--- src/rtl/vid_rd_ctrl_pkg.sv ---
// Shared display constants: frame geometry, beat size and the read-controller
// FSM encoding, so the vga_ctrl side and the DDR side agree on one definition.
package vid_rd_ctrl_pkg;

    localparam int H_PIXELS        = 1280;
    localparam int V_LINES         = 960;
    localparam int PIX_PER_BEAT    = 4;
    localparam int FRAME_BEATS_DEF = H_PIXELS * V_LINES / PIX_PER_BEAT;  // 307200
    localparam int BEAT_BYTES_DEF  = 16;

    localparam int ADDR_W = 30;
    localparam int LEN_W  = 8;
    localparam int CNT_W  = 11;

    typedef enum logic [2:0] {
        IDLE,
        FLUSH,
        CHECK,
        REQ,
        WAIT
    } state_t;

endpackage

--- src/rtl/vid_rd_ctrl_if.sv ---
// Burst read handshake between the frame read controller and the DDR3 read port.
interface vid_rd_ctrl_if;
    import vid_rd_ctrl_pkg::*;

    logic              rd_req;
    logic [ADDR_W-1:0] rd_addr;
    logic [LEN_W-1:0]  rd_len;
    logic              rd_ack;
    logic              rd_done;

    modport master (output rd_req, rd_addr, rd_len, input rd_ack, rd_done);
    modport slave  (input rd_req, rd_addr, rd_len, output rd_ack, rd_done);

endinterface

--- src/rtl/vid_burst_addr_gen.sv ---
// Burst address generator: tracks the next burst start address, the beats
// still to fetch for the frame, and the length of the next burst.
module vid_burst_addr_gen
    import vid_rd_ctrl_pkg::*;
#(
    parameter logic [ADDR_W-1:0] FRAME_BASE  = '0,
    parameter int                FRAME_BEATS = FRAME_BEATS_DEF,
    parameter int                BURST_LEN   = 64,
    parameter int                BEAT_BYTES  = BEAT_BYTES_DEF
) (
    input  logic              clk,
    input  logic              rst_n,
    input  logic              load,        // rewind to the frame start
    input  logic              advance,     // current burst has completed
    output logic [ADDR_W-1:0] rd_addr,
    output logic [LEN_W-1:0]  rd_len,
    output logic              last_burst   // current burst ends the frame
);

    localparam int BL_W        = $clog2(FRAME_BEATS + 1);
    localparam int FIRST_BEATS = (FRAME_BEATS < BURST_LEN) ? FRAME_BEATS : BURST_LEN;

    logic [BL_W-1:0]  beats_left;
    logic [BL_W-1:0]  left_after;
    logic [LEN_W:0]   burst_beats;
    logic [LEN_W-1:0] len_after;

    assign burst_beats = {1'b0, rd_len} + 1'b1;
    assign left_after  = beats_left - BL_W'(burst_beats);
    assign last_burst  = (beats_left == BL_W'(burst_beats));

    // Length of the burst that follows the current one: full bursts until the
    // tail, then whatever remains; an exhausted frame parks at a full burst.
    always_comb begin
        // NOTE: every always_comb output gets a default first so no path can infer a latch.
        len_after = LEN_W'(BURST_LEN - 1);
        if (left_after != '0 && 32'(left_after) < 32'(BURST_LEN)) begin
            len_after = LEN_W'(left_after - 1'b1);
        end
    end

    // Address / remaining-beat / length registers.
    always_ff @(posedge clk) begin
        // NOTE: state registers use non-blocking assignments so every flop samples pre-edge values.
        if (!rst_n) begin
            rd_addr    <= FRAME_BASE;
            rd_len     <= LEN_W'(BURST_LEN - 1);
            beats_left <= BL_W'(FRAME_BEATS);
        end else if (load) begin
            rd_addr    <= FRAME_BASE;
            rd_len     <= LEN_W'(FIRST_BEATS - 1);
            beats_left <= BL_W'(FRAME_BEATS);
        end else if (advance) begin
            rd_addr    <= rd_addr + ADDR_W'(burst_beats) * ADDR_W'(BEAT_BYTES);
            rd_len     <= len_after;
            beats_left <= left_after;
        end
    end

endmodule

--- src/rtl/vid_rd_ctrl.sv ---
// Frame read controller: flushes the display FIFO at each frame start, then
// streams the frame from DDR3 as bursts, one outstanding at a time, only
// when the FIFO has room for the whole burst.
module vid_rd_ctrl
    import vid_rd_ctrl_pkg::*;
#(
    parameter logic [ADDR_W-1:0] FRAME_BASE  = 30'h0,
    parameter int                FRAME_BEATS = FRAME_BEATS_DEF,
    parameter int                BURST_LEN   = 64,
    parameter int                FIFO_DEPTH  = 1024,
    parameter int                BEAT_BYTES  = BEAT_BYTES_DEF,
    parameter int                FLUSH_CYC   = 8
) (
    input  logic             clk,
    input  logic             rst_n,
    input  logic             frame_start,
    input  logic [CNT_W-1:0] fifo_wr_cnt,
    output logic             fifo_rst,
    output logic             frame_err,
    output logic             busy,
    vid_rd_ctrl_if.master    rd
);

    localparam int FC_W = $clog2(FLUSH_CYC + 1);

    state_t            state_q, state_d;
    logic              pending_q, pending_d;
    logic              err_d;
    logic [FC_W-1:0]   flush_cnt_q, flush_cnt_d;
    logic [ADDR_W-1:0] rd_addr;
    logic [LEN_W-1:0]  rd_len;
    logic              last_burst;
    logic              fits;

    vid_burst_addr_gen #(
        .FRAME_BASE  (FRAME_BASE),
        .FRAME_BEATS (FRAME_BEATS),
        .BURST_LEN   (BURST_LEN),
        .BEAT_BYTES  (BEAT_BYTES)
    ) u_addr_gen (
        .clk        (clk),
        .rst_n      (rst_n),
        .load       (state_q == FLUSH),
        .advance    ((state_q == WAIT) && rd.rd_done),
        .rd_addr    (rd_addr),
        .rd_len     (rd_len),
        .last_burst (last_burst)
    );

    // 12-bit room check: the sum can never exceed 2047 + 255 + 1.
    assign fits = (12'(fifo_wr_cnt) + 12'(rd_len) + 12'd1) <= 12'(FIFO_DEPTH);

    assign rd.rd_req  = (state_q == REQ);
    assign rd.rd_addr = rd_addr;
    assign rd.rd_len  = rd_len;
    assign busy       = (state_q != IDLE);

    // Next-state, overrun tracking and flush-length counting.
    always_comb begin
        state_d     = state_q;
        pending_d   = pending_q;
        err_d       = 1'b0;
        flush_cnt_d = '0;
        case (state_q)
            IDLE: begin
                if (frame_start) state_d = FLUSH;
            end
            FLUSH: begin
                pending_d = 1'b0;
                if (frame_start) begin
                    flush_cnt_d = '0;                 // restart the flush pulse
                end else if (flush_cnt_q == FC_W'(FLUSH_CYC - 1)) begin
                    state_d = CHECK;
                end else begin
                    flush_cnt_d = flush_cnt_q + FC_W'(1);
                end
            end
            CHECK: begin
                if (frame_start)  state_d = FLUSH;
                else if (fits)    state_d = REQ;
            end
            REQ: begin
                if (frame_start) begin
                    pending_d = 1'b1;
                    err_d     = 1'b1;
                end
                if (rd.rd_ack) state_d = WAIT;
            end
            WAIT: begin
                if (frame_start) begin
                    pending_d = 1'b1;
                    err_d     = 1'b1;
                end
                if (rd.rd_done) begin
                    if (pending_d)       state_d = FLUSH;
                    else if (last_burst) state_d = IDLE;
                    else                 state_d = CHECK;
                end
            end
            default: state_d = IDLE;
        endcase
    end

    // State and registered outputs; fifo_rst is held during reset.
    always_ff @(posedge clk) begin
        if (!rst_n) begin
            state_q     <= IDLE;
            pending_q   <= 1'b0;
            frame_err   <= 1'b0;
            fifo_rst    <= 1'b1;
            flush_cnt_q <= '0;
        end else begin
            state_q     <= state_d;
            pending_q   <= pending_d;
            frame_err   <= err_d;
            fifo_rst    <= (state_d == FLUSH);
            flush_cnt_q <= flush_cnt_d;
        end
    end

endmodule

--- src/flat_wrapper.sv ---
// flat-port wrapper written by rule: the top's interface ports become plain ports
module vid_rd_ctrl_flat import vid_rd_ctrl_pkg::*;
#(
    parameter logic [ADDR_W-1:0] FRAME_BASE  = 30'h0,
    parameter int                FRAME_BEATS = FRAME_BEATS_DEF,
    parameter int                BURST_LEN   = 64,
    parameter int                FIFO_DEPTH  = 1024,
    parameter int                BEAT_BYTES  = BEAT_BYTES_DEF,
    parameter int                FLUSH_CYC   = 8
)
  (clk, rst_n, frame_start, fifo_wr_cnt, fifo_rst, frame_err, busy, rd_rd_req, rd_rd_addr, rd_rd_len, rd_rd_ack, rd_rd_done);
  vid_rd_ctrl_if rd_i ();
  input  logic clk;
  input  logic rst_n;
  input  logic frame_start;
  input  logic [CNT_W-1:0] fifo_wr_cnt;
  output logic fifo_rst;
  output logic frame_err;
  output logic busy;
  output wire logic [$bits(rd_i.rd_req)-1:0] rd_rd_req;
  output wire logic [$bits(rd_i.rd_addr)-1:0] rd_rd_addr;
  output wire logic [$bits(rd_i.rd_len)-1:0] rd_rd_len;
  input wire logic [$bits(rd_i.rd_ack)-1:0] rd_rd_ack;
  input wire logic [$bits(rd_i.rd_done)-1:0] rd_rd_done;
  assign rd_rd_req = rd_i.rd_req;
  assign rd_rd_addr = rd_i.rd_addr;
  assign rd_rd_len = rd_i.rd_len;
  assign rd_i.rd_ack = rd_rd_ack;
  assign rd_i.rd_done = rd_rd_done;
  vid_rd_ctrl #(.FRAME_BASE(FRAME_BASE), .FRAME_BEATS(FRAME_BEATS), .BURST_LEN(BURST_LEN), .FIFO_DEPTH(FIFO_DEPTH), .BEAT_BYTES(BEAT_BYTES), .FLUSH_CYC(FLUSH_CYC)) u_core (.clk(clk), .rst_n(rst_n), .frame_start(frame_start), .fifo_wr_cnt(fifo_wr_cnt), .fifo_rst(fifo_rst), .frame_err(frame_err), .busy(busy), .rd(rd_i));
endmodule
--- config.mk ---
export PLATFORM = sky130hd
export DESIGN_NAME = vid_rd_ctrl_flat
export DESIGN_NICKNAME = d
export VERILOG_FILES = /design/src/rtl/vid_rd_ctrl_pkg.sv /design/src/rtl/vid_rd_ctrl_if.sv /design/src/rtl/vid_burst_addr_gen.sv /design/src/rtl/vid_rd_ctrl.sv /design/src/flat_wrapper.sv
export SDC_FILE = /design/constraint.sdc
export NUM_CORES = 1
export LEC_CHECK = 0
export CORE_AREA = 8 8 102 104
export CTS_CLUSTER_DIAMETER = 100
export CTS_CLUSTER_SIZE = 40
export DETAILED_ROUTE_END_ITERATION = 6
export DIE_AREA = 0 0 110 112
export HOLD_SLACK_MARGIN = 0.08
export PLACE_DENSITY_LB_ADDON = 0.08
export SLEW_MARGIN = 20
export SYNTH_ARGS = -nofsm -noshare
export SYNTH_HDL_FRONTEND = slang
export SYNTH_SLANG_ARGS = --single-unit
export TNS_END_PERCENT = 50
--- constraint.sdc ---
create_clock -name clk -period 2.8 [get_ports clk]
set_clock_uncertainty 0.1 [all_clocks]
set_input_delay 0.28 -clock clk [delete_from_list [all_inputs] [get_ports clk]]
set_output_delay 0.28 -clock clk [all_outputs]
set_load 0.01 [all_outputs]
==> out/metrics.yaml <==
gp_congestion: 0.943
nNetsFinal: 721
grt_pass1_vias: 4301
required_ns: 2.91
synthToLayoutAreaGrowth_pct: 45.1
peakVddDrop_uv: 300
layout_setup_ws_ns: -0.119
htree_levels: 3
status: "complete, but fails checks"
wirelength_mm: 12.2
drt-initial-drc-count: 248
yosys_warnings: 0
power.leakage_uw: 0.00248
clk_latency_ns: 0.35
post-route-drc-count: 0
viasPerCell: 5.54
track_usage_pct: 19.3
dieArea_um2: 12300
grt_max_degree: 42
portBuffers: 53
syn_area_um2: 4290
endpoint_kind: "flip-flop"
place_ws_ns: -0.385
cp_max_fo: 8
grt_setup_unrepaired: "true"
wire_per_inst_um: 15.5
firstDrtPassIters: 5
synth_enable_flop_cells: 0
yosysTopAreaCell: "dfxtp_1"
core_area_um2: 8890
drv_cap: 0
ys_types: 66
power.total_uw: 1930
clock-sinks: 63
synth-seq-cells: 63
via_count: 4372
num_antenna_cells: 0
crit_type: "flip-flop to flip-flop"
fp.dieH_um: 112
grt_pass1_wl_mm: 19.6
violations: "setup timing"
start_kind: "flip-flop"
cts_tree: "yes"
syn-instance-count: 549
antenna_found_initial: 0
hpwl_mm: 8.64
io_pins: 58
cts_buffers: 9
clk_path_buf_depth: 2
start_util_pct: 48.3
slew_violations: 0
min_period_ns: 2.92
die_x_um: 110
p_per_area_nw_per_um2: 310
syn_area_per_cell_um2: 7.82
drive_gt1_share_pct: 27.3
gr-total-overflow: 0
hold_buffers: 0
ant_nets: 0
fmax_mhz: 343
synthTopCellsByArea: "dfxtp_1, ha_1, xnor2_1"
arrival_ns: 3.03
synthFlopType: "dfxtp_1"
synthTopCellsByCount: "dfxtp_1, nor2_1, nand2_1, a21oi_1, xnor2_1"
async_reset_ff_share_pct: 0
core.rowCount: 35
synth-seq-area-share_pct: 29.4
synth_top_area_share_pct: 29.4
fin_setup_tns_ns: -0.882
fin_crit_sh_pct: 104
hold_violations: 0
root_buffer: "clkbuf_8"
synth.most_common_cell: "dfxtp_1"
finalSetupViolCount: 10
hold_path.class: "flip-flop to flip-flop"
path_clk_slew_ns: 0.08
timing repair:
action,CTS,global route
cloned,0,1
buffers inserted,4,6
pin swaps,17,35
endpoints found under the setup margin,21,38
resized for setup,32,61
flip-flops by register name (all words and copies together), names as in the netlist:
name / flops
u_core.u_addr_gen.rd_len: 8
u_core.state_q: 3
u_core.u_addr_gen.beats_left: 19
u_core.pending_q: 1
u_core.u_addr_gen.rd_addr: 26
u_core.flush_cnt_q: 4
u_core.fifo_rst: 1
u_core.frame_err: 1
metal layers:
metal | up-vias | track usage [%] | share of wire, %
met5 | - | 0 | 0
met4 | 0 | 7.30 | 1.6
met3 | 13 | 4.04 | 3.8
met2 | 92 | 32.1 | 50
met1 | 2084 | 23.5 | 45
li1 | 2183 | - | -
final cells by class:
class / count / area (um^2)
sequential: 63 / 1270
fill: 675 / 2660
clock inverter: 7 / 96.3
clock buffer: 9 / 124
timing repair buffer: 133 / 1150
inverter: 28 / 105
tap: 111 / 139
multi-input combinational: 438 / 3340
path summary, 6_finish.rpt:
kind                            slack (ns)  cells after the start                          end                         from
worst max-delay path                 -0.12                     13  u_core.u_addr_gen.rd_len[0]  u_core.u_addr_gen.rd_len[1]
worst min-delay path                  0.35                      1        u_core.flush_cnt_q[0]        u_core.flush_cnt_q[0]
worst max register to register       -0.12                     13  u_core.u_addr_gen.rd_len[0]  u_core.u_addr_gen.rd_len[1]
worst min register to register        0.35                      1        u_core.flush_cnt_q[0]        u_core.flush_cnt_q[0]
power breakdown:
| group | switching [uW] | total (uW) | internal, uW |
|---|---|---|---|
| Clock | 388 | 891 | 503 |
| Combinational | 77.4 | 137 | 59.6 |
| Sequential | 4.71 | 902 | 897 |
worst max-delay path, cell delays in order, from the launching register on:
cell       delay, ns
dfxtp_4         0.38
and3_4          0.20
nand3_4         0.10
nor2_4          0.15
xor2_2          0.23
inv_2           0.07
ha_4            0.30
nand4b_1        0.18
nand2_1         0.12
a2bb2oi_2       0.13
o2111a_1        0.23
o2111ai_2       0.10
and4bb_4        0.40
a22oi_1         0.09
layout by cell type (no fill, tap or decap), types with 4 or more instances in the layout:
| cell | count |
|---|---|
| a211oi_1 | 4 |
| a21oi_1 | 35 |
| a21oi_2 | 7 |
| and2_1 | 5 |
| and3_1 | 6 |
| buf_4 | 76 |
| buf_6 | 4 |
| clkbuf_8 | 9 |
| clkdlybuf4s50_1 | 53 |
| conb_1 | 4 |
| dfxtp_1 | 58 |
| ha_1 | 18 |
| ha_4 | 12 |
| inv_1 | 25 |
| nand2_1 | 57 |
| nand2b_1 | 6 |
| nand3_1 | 11 |
| nand3_2 | 5 |
| nor2_1 | 57 |
| nor2b_1 | 6 |
| nor3_1 | 11 |
| o211ai_1 | 5 |
| o21a_1 | 6 |
| o21ai_0 | 21 |
| o21ai_2 | 5 |
| or3_1 | 11 |
| xnor2_1 | 34 |
| xnor2_2 | 4 |
| xor2_1 | 4 |
through the flow:
step,util (%),instance area [um^2],std cells,hold WS (ns)
final,70.0,6230,789,0.352
after global placement,61.1,5430,762,0.333
after CTS,65.4,5820,782,0.357
after floorplan,-,4360,552,0.318
after global routing,70.0,6230,789,0.380
after detailed placement,61.1,5430,762,0.345
kinds of logic (layout without fill, tap and decap cells):
| group | count (synthesis) | in the layout | synth area share [%] |
|---|---|---|---|
| buf+inv | 52 | 177 | 5.28 |
| other cells | 1 | 4 | 0.0874 |
| compound gates | 130 | 130 | 19.5 |
| simple gates | 222 | 223 | 25.9 |
| xor+xnor | 45 | 45 | 9.18 |
| fa+ha+maj | 32 | 32 | 9.68 |
| mux | 4 | 4 | 0.991 |
| flops | 63 | 63 | 29.4 |
No activity file was read; power rests on OpenSTA's default activity.
